[config.mk]
export PLATFORM = sky130hd
export DESIGN_NAME = lcd_rgb_capture
export DESIGN_NICKNAME = d
export VERILOG_FILES = /design/src/rtl/lcd_rgb_capture.sv
export SDC_FILE = /design/constraint.sdc
export NUM_CORES = 1
export LEC_CHECK = 0
export CAP_MARGIN = 20
export CORE_MARGIN = 2
export CORE_UTILIZATION = 46
export CTS_CLUSTER_SIZE = 28
export DETAILED_ROUTE_END_ITERATION = 6
export GPL_TIMING_DRIVEN = 0
export HOLD_SLACK_MARGIN = 0.12
export PLACE_DENSITY = 0.8
export SYNTH_ARGS = -nofsm -noshare
export SYNTH_HDL_FRONTEND = slang
export SYNTH_SLANG_ARGS = --single-unit
[constraint.sdc]
create_clock -name CLK -period 1.98 [get_ports CLK]
set_clock_uncertainty 0.05 [all_clocks]
set_input_delay 0.198 -clock CLK [delete_from_list [all_inputs] [get_ports CLK]]
set_output_delay 0.198 -clock CLK [all_outputs]
set_load 0.05 [all_outputs]
[src/rtl/lcd_rgb_capture.sv]
// lcd_rgb_capture
//   Receive side of the parallel RGB LCD bus. It samples DE/HSYNC/VSYNC/RGB on
//   the pixel clock, packs active pixels to RGB565 and pushes them into the
//   16-bit pixel FIFO so the display path can be checked in loop-back. It also
//   reports frame start, the completed-line count and sticky overflow and
//   line-length errors.
// Ports
//   CLK, RST           pixel clock; synchronous active-high reset
//   LCD_DE             data enable, delimits lines
//   LCD_HSYNC          sampled only, no framing role
//   LCD_VSYNC          frame sync, polarity set by SYNC_ACTIVE_LOW
//   VGA_R/G/B          24-bit pixel
//   FIFO_Full          FIFO cannot take a write this cycle
//   FIFO_WE/FIFO_Data  FIFO write port, data = {R[7:3],G[7:2],B[7:3]}
//   FRAME_START        1-cycle pulse on VSYNC assertion
//   LINE_CNT           completed active lines this frame (saturates at V_ACTIVE)
//   OVF_CLR            clears OVERFLOW and LEN_ERR
//   OVERFLOW           sticky: pixel dropped because FIFO was full
//   LEN_ERR            sticky: a line did not have exactly H_ACTIVE pixels
module lcd_rgb_capture #(
  parameter int H_ACTIVE        = 800,
  parameter int V_ACTIVE        = 480,
  parameter bit SYNC_ACTIVE_LOW = 1'b1
) (
  input  logic        CLK,
  input  logic        RST,
  input  logic        LCD_DE,
  input  logic        LCD_HSYNC,
  input  logic        LCD_VSYNC,
  input  logic [7:0]  VGA_R,
  input  logic [7:0]  VGA_G,
  input  logic [7:0]  VGA_B,
  input  logic        FIFO_Full,
  output logic        FIFO_WE,
  output logic [15:0] FIFO_Data,
  output logic        FRAME_START,
  output logic [15:0] LINE_CNT,
  input  logic        OVF_CLR,
  output logic        OVERFLOW,
  output logic        LEN_ERR
);

  typedef enum logic [1:0] {WAIT_VS, WAIT_DE, LINE} state_e;

  localparam logic        SYNC_IDLE = SYNC_ACTIVE_LOW ? 1'b1 : 1'b0;
  localparam logic [15:0] H_LEN     = 16'(H_ACTIVE);
  localparam logic [15:0] V_LEN     = 16'(V_ACTIVE);

  // stage 1: raw bus sample
  logic       de_q, hs_q, vs_q, vs_prev_q, full_q;
  logic [7:0] r_q, g_q, b_q;

  // stage 2 / control state
  state_e      state_q;
  logic [15:0] pix_cnt_q, line_cnt_q, data_q;
  logic        we_q, fs_q, ovf_q, len_q;

  // HSYNC is captured with the rest of the bus but has no framing role
  logic unused_hs;
  assign unused_hs = hs_q;

  logic        vs_assert, take_pix, in_range, wr, ovf_set, line_end, len_set;
  logic [15:0] pix_idx, pix_cnt_inc, line_cnt_inc;

  // VSYNC edge is detected between the stage-1 sample and the one before it
  assign vs_assert = (vs_q != SYNC_IDLE) && (vs_prev_q == SYNC_IDLE);

  // Frame sync wins over any pixel/line-end activity in the same cycle
  assign take_pix = de_q && !vs_assert && (state_q == WAIT_DE || state_q == LINE);
  assign pix_idx  = (state_q == LINE) ? pix_cnt_q : 16'd0;
  assign in_range = pix_idx < H_LEN;
  assign wr       = take_pix && in_range && !full_q;
  // Over-long pixels are not an overflow; LEN_ERR reports them at line end
  assign ovf_set  = take_pix && in_range && full_q;
  assign line_end = (state_q == LINE) && !de_q && !vs_assert;
  assign len_set  = (vs_assert && state_q == LINE) ||
                    (line_end && pix_cnt_q != H_LEN);

  assign pix_cnt_inc  = (pix_cnt_q == 16'hFFFF) ? pix_cnt_q : pix_cnt_q + 16'd1;
  assign line_cnt_inc = (line_cnt_q == V_LEN) ? line_cnt_q : line_cnt_q + 16'd1;

  always_ff @(posedge CLK) begin
    if (RST) begin
      de_q       <= 1'b0;
      hs_q       <= SYNC_IDLE;
      vs_q       <= SYNC_IDLE;
      vs_prev_q  <= SYNC_IDLE;
      full_q     <= 1'b0;
      r_q        <= '0;
      g_q        <= '0;
      b_q        <= '0;
      state_q    <= WAIT_VS;
      pix_cnt_q  <= '0;
      line_cnt_q <= '0;
      data_q     <= '0;
      we_q       <= 1'b0;
      fs_q       <= 1'b0;
      ovf_q      <= 1'b0;
      len_q      <= 1'b0;
    end else begin
      de_q      <= LCD_DE;
      hs_q      <= LCD_HSYNC;
      vs_q      <= LCD_VSYNC;
      vs_prev_q <= vs_q;
      full_q    <= FIFO_Full;
      r_q       <= VGA_R;
      g_q       <= VGA_G;
      b_q       <= VGA_B;

      we_q <= wr;
      if (wr) data_q <= {r_q[7:3], g_q[7:2], b_q[7:3]};
      fs_q <= vs_assert;

      // a set event in the clearing cycle keeps the flag
      ovf_q <= ovf_set || (ovf_q && !OVF_CLR);
      len_q <= len_set || (len_q && !OVF_CLR);

      if (vs_assert) begin
        line_cnt_q <= '0;
        pix_cnt_q  <= '0;
        state_q    <= WAIT_DE;
      end else begin
        unique case (state_q)
          WAIT_VS: ;
          WAIT_DE: begin
            if (de_q) begin
              state_q   <= LINE;
              pix_cnt_q <= 16'd1;
            end
          end
          LINE: begin
            if (de_q) begin
              pix_cnt_q <= pix_cnt_inc;
            end else begin
              line_cnt_q <= line_cnt_inc;
              pix_cnt_q  <= '0;
              state_q    <= (line_cnt_inc == V_LEN) ? WAIT_VS : WAIT_DE;
            end
          end
          default: state_q <= WAIT_VS;
        endcase
      end
    end
  end

  assign FIFO_WE     = we_q;
  assign FIFO_Data   = data_q;
  assign FRAME_START = fs_q;
  assign LINE_CNT    = line_cnt_q;
  assign OVERFLOW    = ovf_q;
  assign LEN_ERR     = len_q;

endmodule

### After elaboration in Yosys (flattened, before gate mapping)

Cells that the tools add are included.

| cells by class | value |
|---|---|
| muxes and demuxes | 11 |
| reductions and logical operators | 27 |
| add/sub/neg operators | 2 |
| magnitude comparators | 1 |
| equal/unequal tests | 12 |
| bitwise logic cells | 3 |

Operators with widths:

| operator | number |
|---|---|
| two-way mux 16 bit | 5 |
| adder 16 x 1 -> 16 bit, second input constant | 2 |
| equality test 16 x 9 -> 1 bit, second input constant | 2 |
| one-hot mux 16 bit (2 select lines) | 1 |
| equality test 16 bit, second input constant | 1 |
| < comparator 16 x 10 -> 1 bit, second input constant | 1 |
| != test 16 x 10 -> 1 bit, second input constant | 1 |
| logical AND 1 bit | 12 |
| != test 3 bit, second input constant | 3 |
| AND reduction 3 bit | 3 |
| != test 2 bit, second input constant | 3 |
| one-hot mux 2 bit (3 select lines) | 1 |
| logical NOT 1 bit | 4 |
| logical OR 1 bit | 4 |
| two-way mux 2 bit | 2 |
| NOT 1 bit | 3 |
| equality test 2 x 1 -> 1 bit, second input constant | 1 |
| equality test 2 bit, second input constant | 1 |
| logical NOT 2 bit | 1 |
| two-way mux 1 bit | 2 |
| AND reduction 2 bit | 1 |
| nonzero test 2 bit | 1 |
| OR reduction 2 bit | 1 |

| word-level totals | value |
|---|---|
| word-level logic and storage cells | 72 |
| flip-flop bits (word level) | 82 |

### Longest topological paths before layout

| logic depth | value |
|---|---|
| depth after elaboration | 8 |
| depth in mapped cells | 8 |

### Least setup slack after synthesis

No wires, ideal clock.

| timing path | value |
|---|---|
| path type | register -> register |
| from | reg line_cnt_q[0], in the netlist LINE_CNT[0] |
| to | reg state_q[0] |
| arrival time | 2097 ps |
| slack | -299 ps |
| clock period less this slack | 2279 ps |
| stages on the path, launching flop included | 8 |
| path buffers | 1 |
| cells stage by stage | dfxtp_1 -> ha_1 -> buf_4 -> nand2_1 -> nor4_4 -> or4b_1 -> o311ai_1 -> a31oi_1 |

| between the ends | value |
|---|---|
| word-level cells in the longest chain between the ends | 7 |

Ends and longest elaborated chain:

| item | line | source |
|---|---|---|
| start, declared | 55 | `logic [15:0] pix_cnt_q, line_cnt_q, data_q;` |
| start signal, assigned | 135 | `line_cnt_q <= line_cnt_inc;` |
| adder 16 x 1 -> 16 bit or equality test 16 x 9 -> 1 bit (tied branches) | 80 | `assign line_cnt_inc = (line_cnt_q == V_LEN) ? line_cnt_q : line_cnt_q + 16'd1;` |
| two-way mux 16 bit * | 80 |  |
| equality test 16 x 9 -> 1 bit * | 137 | `state_q <= (line_cnt_inc == V_LEN) ? WAIT_VS : WAIT_DE;` |
| two-way mux 1 bit * | 137 |  |
| two-way mux 2 bit * | 132 | `if (de_q) begin` |
| one-hot mux 2 bit (3 select lines) * | 123 | `unique case (state_q)` |
| two-way mux 1 bit * | 118 | `if (vs_assert) begin` |
| end signal, assigned | 137 |  |
| end, declared | 54 | `state_e state_q;` |

Every way passes the cells marked *; elsewhere a longest branch is shown, timed or not. The select of a mux whose other input is x is not followed.
A chain may end at the register's enable or synchronous reset.

### Worst setup path after layout

| timing path | value |
|---|---|
| from | reg state_q[1] |
| to | reg pix_cnt_q[11] |

| between the ends | value |
|---|---|
| word-level cells in the longest chain between the ends | 3 |

Ends and longest elaborated chain:

| item | line | source |
|---|---|---|
| equality test 2 bit or equality test 2 x 1 -> 1 bit (tied branches) | 123 |  |
| != test 3 bit (no source line), or another cell as far along | n/a |  |
| AND reduction 3 bit (no source line) | n/a |  |
| end signal, assigned | 133 | `pix_cnt_q <= pix_cnt_inc;` |
| end, declared | 55 |  |

Several ways; a longest one is shown, not always the timed one.

==> run_results.csv <==
group,metric,value,unit
global_route,grtUsageTotal,0.189,
hold_path,hp-start,"VGA_B[7]",
worst_setup_path,path_cells,"buf_6 > ha_4 > and4_1 > nand4_1 > nand4_1 > or3_1 > a21oi_2",
global_route,grt_use_met1,0.240,
worst_setup_path,cp-end-kind,"register",
detailed_routing,wl_per_cell,13.5,um
global_route,grt_antenna_before_repair,0,
detailed_routing,first_pass_iters,4,
sta,worst_slew_pin_slew,0.533,ns
global_route,grt_max_degree,13,
logic_synthesis,synth_nets,402,
worst_setup_path,critPathLaunch,"state_q[1]",
worst_setup_path,rr_startpoint,"state_q[1]",
worst_setup_path,cp_data_required_time,2.21,ns
final_layout,final_util,0.619,
worst_setup_path,critPathLaunchType,"register",
worst_setup_path,cpPeakStageDelay,0.45,ns
logic_synthesis,syn_inst,364,
final_layout,regArea,1510,um2
hold_path,hp-class,"in2reg",
power,power_leakage,1.56,nW
worst_setup_path,crit_type,"reg2reg",
logic_synthesis,ys_seq_area_frac,0.444,
placed_design,dp_hpwl,5010,um
global_route,grt_pass1_vias,2581,
worst_setup_path,worst_ep_arrival_time,2.16,ns
floorplanning,fp.coreArea,7140,um2
final_layout,area_delta_synth_final,32.5,%
sta,layout_min_cycle_time,1.93,ns
clocking,clk_pin_slew_worst_paths,0.08,ns
power,power.density,641,nW/um2
floorplanning,ios,67,
detailed_routing,drt_wl_total,7290,um
global_route,grt.busiest_layer,"met2",
detailed_routing,postRouteAntennaNets,0,
worst_setup_path,cpLargestDelayFamily,"simple AND/OR/NAND/NOR gates",
worst_setup_path,cp.buffers_inverters,1,
sta,setup_viol,0,
sta,relSlewSlack,0.643,
detailed_routing,dr_total_vias,2821,
placed_design,postPlaceCellArea,4050,um2
final_layout,nFillCells,625,
placed_design,dp_slack,-0.252,ns
floorplanning,chipHeight,89.1,um
clocking,max-clock-path-buffers,2,
detailed_routing,drtIter0Drc,271,
sta,whs,0.348,ns
logic_synthesis,yosys_register_bits,74,
sta,period_share,0.975,
final_layout,layout_commonest_cell,"dfxtp_1",
logic_synthesis,syn_area_per_cell,9.16,um2
final_layout,fin_nets,475,
job,drv_cap,0,
clocking,cts_buffers,9,
global_route,grt_use_met2,0.296,
clocking,clock_latency,0.35,ns
floorplanning,num_rows,31,
sta,rsz0062_at_grt,"true",
global_route,grt.met3_usage,0.0739,
floorplanning,start_util,0.467,
clocking,cts_hold_buf,0,
worst_setup_path,critPathMaxFanout,8,
global_route,overflow,0,
detailed_routing,vias_per_cell,5.21,
floorplanning,fp.dieW,89.1,um
sta,hold_violations,0,
logic_synthesis,yosysWarnings,0,
final_layout,antenna_cells,0,
sta,fmax,518,MHz
status,status,"completed",
placed_design,portBuffers,57,
worst_setup_path,crit_top_cell,"nand4_1",
logic_synthesis,syn_area,3330,um2
power,ir_drop,0.423,mV
final_layout,multi_input_area,1790,um2
clocking,cts_max_level,3,
placed_design,routabilityCongestion,0.851,
final_layout,drive_above_1_share,0.172,
clocking,ctsRootBufferMaster,"clkbuf_8",
logic_synthesis,synthDistinctLibCells,53,
final_layout,fin_area,4420,um2
sta,drv_slew,0,
sta,fin_setup_tns,0,ns
sta,setup_ws,0.0500,ns
clocking,clkSinkCount,74,
detailed_routing,drc,0,
clocking,cts_tree,"done",
worst_setup_path,cp_slowest_cell,"or3_1",
floorplanning,fp.dieArea,7950,um2
final_layout,final_cell_mix,"59 x dfxtp_1, 56 x clkdlybuf4s50_1, 55 x nor2_1",
global_route,grt_pass1_wl,11700,um
-- metrics by stage --
stage          cells  total power, mW
2_1_floorplan    364             1.65
3_3_place_gp     520             1.72
3_5_place_dp     520             1.73
4_1_cts          537             2.84
5_1_grt          541             2.94
6_report         541             2.83
-- path summary, 6_finish.rpt --
kind / endpoint / slack (ns) / cells past startpoint
setup reg to reg: pix_cnt_q[11] / 0.05 / 7
setup / recovery: pix_cnt_q[11] / 0.05 / 7
hold reg to reg: FRAME_START / 0.40 / 2
hold / removal: b_q[7] / 0.35 / 2
-- power by group --
part           internal [mW]  switching [mW]  leakage, nW
Combinational         0.0911          0.0903        0.850
Sequential              1.51          0.0126        0.610
Clock                  0.567           0.560       0.0948
Total                   2.17           0.663         1.56
-- kinds of logic after synthesis --
group | Yosys count | synth area share
buffers and inverters | 31 | 0.0503
multiplexers | 19 | 0.0570
XOR/XNOR | 22 | 0.0578
adder cells (fa/ha/maj) | 7 | 0.0263
flip-flops | 74 | 0.444
AND/OR/NAND/NOR | 164 | 0.273
AO/OA/AOI/OAI | 47 | 0.0912
-- per-layer routing --
layer	vias up	share of wire
met2	71	0.47
met5	-	0
met4	0	0.011
met1	1332	0.45
met3	7	0.067
li1	1411	-
-- area by class of cell --
cell class              instances  area share
clock buffers                  13      0.0385
plain buffers                  15      0.0252
repair buffers                 65       0.144
well taps                      99      0.0280
clock inverters                 3     0.00482
flip-flops and latches         74       0.341
multi-input cells             259       0.406
inverters                      13      0.0116
-- sequential cells by signal, indices dropped and copies added, names as in the netlist, 2 cells and up --
| signal | cells |
|---|---|
| FIFO_Data | 16 |
| LINE_CNT | 16 |
| pix_cnt_q | 16 |
| g_q | 6 |
| b_q | 5 |
| r_q | 5 |
| state_q | 2 |
-- what timing repair did --
action	4_1_cts	5_1_grt
pin swaps	2	11
resized for setup	11	21
endpoints found under the hold margin	0	0
buffers inserted	2	6
endpoints found under the setup margin	30	26
-- cell usage after synthesis (all sizes together) --
master	instances	share of area
xnor2	9	0.024
o2111ai	2	0.0053
nand4	10	0.021
a21o	2	0.0045
o311ai	1	0.0026
or3	10	0.020
a211o	1	0.0026
o211ai	5	0.013
dfxtp	74	0.44
inv	13	0.015
mux2i	19	0.057
and2	2	0.0038
xor2	13	0.034
a31o	2	0.0053
nand2b	5	0.0094
o21ai	13	0.021
and4bb	1	0.0038
and4	6	0.017
o31ai	1	0.0023
nand3b	1	0.0023
clkbuf	5	0.0056
nand3	16	0.024
or4b	2	0.0060
ha	7	0.026
nor4b	2	0.0071
a2111oi	1	0.0026
nor4	3	0.012
a21oi	15	0.023
nor2	55	0.062
nor2b	21	0.039
or2	2	0.0038
nor3	5	0.0075
nand2	15	0.017
nor3b	2	0.0060
buf	13	0.030
and3	5	0.0094
a31oi	1	0.0019
a211oi	3	0.0083
nand4b	1	0.0026
(Power assumes the default switching activity.)
==> RTL edit, RTL diff (same settings) <==
Put one more register stage on the output `LINE_CNT`, cleared by the reset. The value now appears one clock later. The other outputs are not delayed to match.
--- a/src/rtl/lcd_rgb_capture.sv
+++ b/src/rtl/lcd_rgb_capture.sv
@@ -147,5 +147,11 @@
   assign FIFO_Data   = data_q;
   assign FRAME_START = fs_q;
-  assign LINE_CNT    = line_cnt_q;
+  always_ff @(posedge CLK) begin
+    if (RST) begin
+      LINE_CNT <= '0;
+    end else begin
+      LINE_CNT <= line_cnt_q;
+    end
+  end
   assign OVERFLOW    = ovf_q;
   assign LEN_ERR     = len_q;
Formal check against the unedited RTL: not equivalent (Yosys sat finds a counterexample within 10 cycles, from zero or initial values and one cycle with RST high).
==> RTL edit against the unedited design <==
- cell count is 7.8% higher
- power is 18% higher
- worst setup slack worse by 0.027 ns
- cell area up 10%
- die area increased by 9.0%
- wire length up 17%
- synthesized area is 9.4% higher
- sequential cell count is 16 higher
- non-clock buffer count rose by 4
- global-route usage grew 0.61 points
- sequential power rose by 22%
- sequential share of layout area increased by 3.4 points
==> RTL edit: results (changes against the unedited design) <==
\begin{tabular}{lr}
\hline
Metric & Value \\
\hline
\multicolumn{2}{l}{\textbf{Status}} \\
\quad Status & finished, final reports clean \\
\multicolumn{2}{l}{\textbf{CTS}} \\
\quad Buffer count from post-CTS setup fixing & 5 (+3) \\
\multicolumn{2}{l}{\textbf{Worst setup path}} \\
\quad Path depth of the worst reg2reg path & 8 (+1) \\
\quad Highest net fanout along the worst path & 10 (+2) \\
\quad Setup slack of the most critical reg-to-reg path & 0.02 ns (-0.03 ns) \\
\quad CP Capture Point & FIFO\_Data[14] \\
\multicolumn{2}{l}{\textbf{Yosys}} \\
\quad Unique cell type count in the Yosys netlist & 47 (-11\%) \\
\quad Top cells by instance count after synthesis & sky130\_fd\_sc\_hd\_\_dfxtp\_1, sky130\_fd\_sc\_hd\_\_nor2\_1, sky130\_fd\_sc\_hd\_\_nor2b\_1, sky130\_fd\_sc\_hd\_\_nand2\_1, sky130\_fd\_sc\_hd\_\_mux2i\_1 \\
\quad Number of nets produced by synthesis & 435 (+8.2\%) \\
\quad Adder-cell share of the synthesized area & 2.40\% (-0.23 points) \\
\quad Fraction of synthesized area in multiplexers & 5.21\% (-0.49 points) \\
\multicolumn{2}{l}{\textbf{Placed design}} \\
\quad Placement-stage worst setup slack & -0.408 ns (-0.156 ns) \\
\quad Cell count after placement & 556 (+6.9\%) \\
\quad Instance area at placement & 4350 um2 (+7.3\%) \\
\multicolumn{2}{l}{\textbf{Global routing}} \\
\quad Maximum number of pins on one net before global-route repair & 18 (+5) \\
\quad Vias in the first global route & 2,919 (+13\%) \\
\multicolumn{2}{l}{\textbf{Timing}} \\
\quad Relative max-transition margin & 60.4\% (-3.9 points) \\
\quad Share of the cycle needed by the critical path after routing & 98.9\% (+1.4 points) \\
\multicolumn{2}{l}{\textbf{Finish}} \\
\quad Inverters & 14 (+1) \\
\quad NonClk Buf Share & 15.5\% (-1.5 points) \\
\quad Proportion of cell area occupied by multi-input gates & 39.0\% (-1.6 points) \\
\quad Number of nets in the final layout & 514 (+8.2\%) \\
\quad Count of flip-flops and latches & 90 (+22\%) \\
\multicolumn{2}{l}{\textbf{Power}} \\
\quad Reg power frac & 55.2\% (+1.4 points) \\
\quad Internal Power & 0.00253 W (+17\%) \\
\quad Power of the clock network & 0.00131 W (+16\%) \\
\hline
\end{tabular}
## RTL edit: cell types whose count changed after synthesis, moves of 4 or more
| cell | before | now |
|---|---|---|
| sky130_fd_sc_hd__buf_4 | 7 | 0 |
| sky130_fd_sc_hd__and4_1 | 5 | 1 |
| sky130_fd_sc_hd__nor2b_1 | 21 | 34 |
| sky130_fd_sc_hd__dfxtp_1 | 74 | 90 |
| sky130_fd_sc_hd__o211ai_1 | 4 | 0 |
| sky130_fd_sc_hd__clkbuf_1 | 5 | 11 |
| sky130_fd_sc_hd__nor2_1 | 55 | 66 |
| sky130_fd_sc_hd__or3_1 | 9 | 1 |
| sky130_fd_sc_hd__nand2_1 | 15 | 24 |
| sky130_fd_sc_hd__xor2_1 | 13 | 18 |
## RTL edit: layer usage
layer,share of wire (%),routed length (um),track usage (%)
met3,3.2,274,2.66
met4,2.2,191,9.19
met2,52,4440,32.9
met5,0,0,0
met1,42,3610,24.8
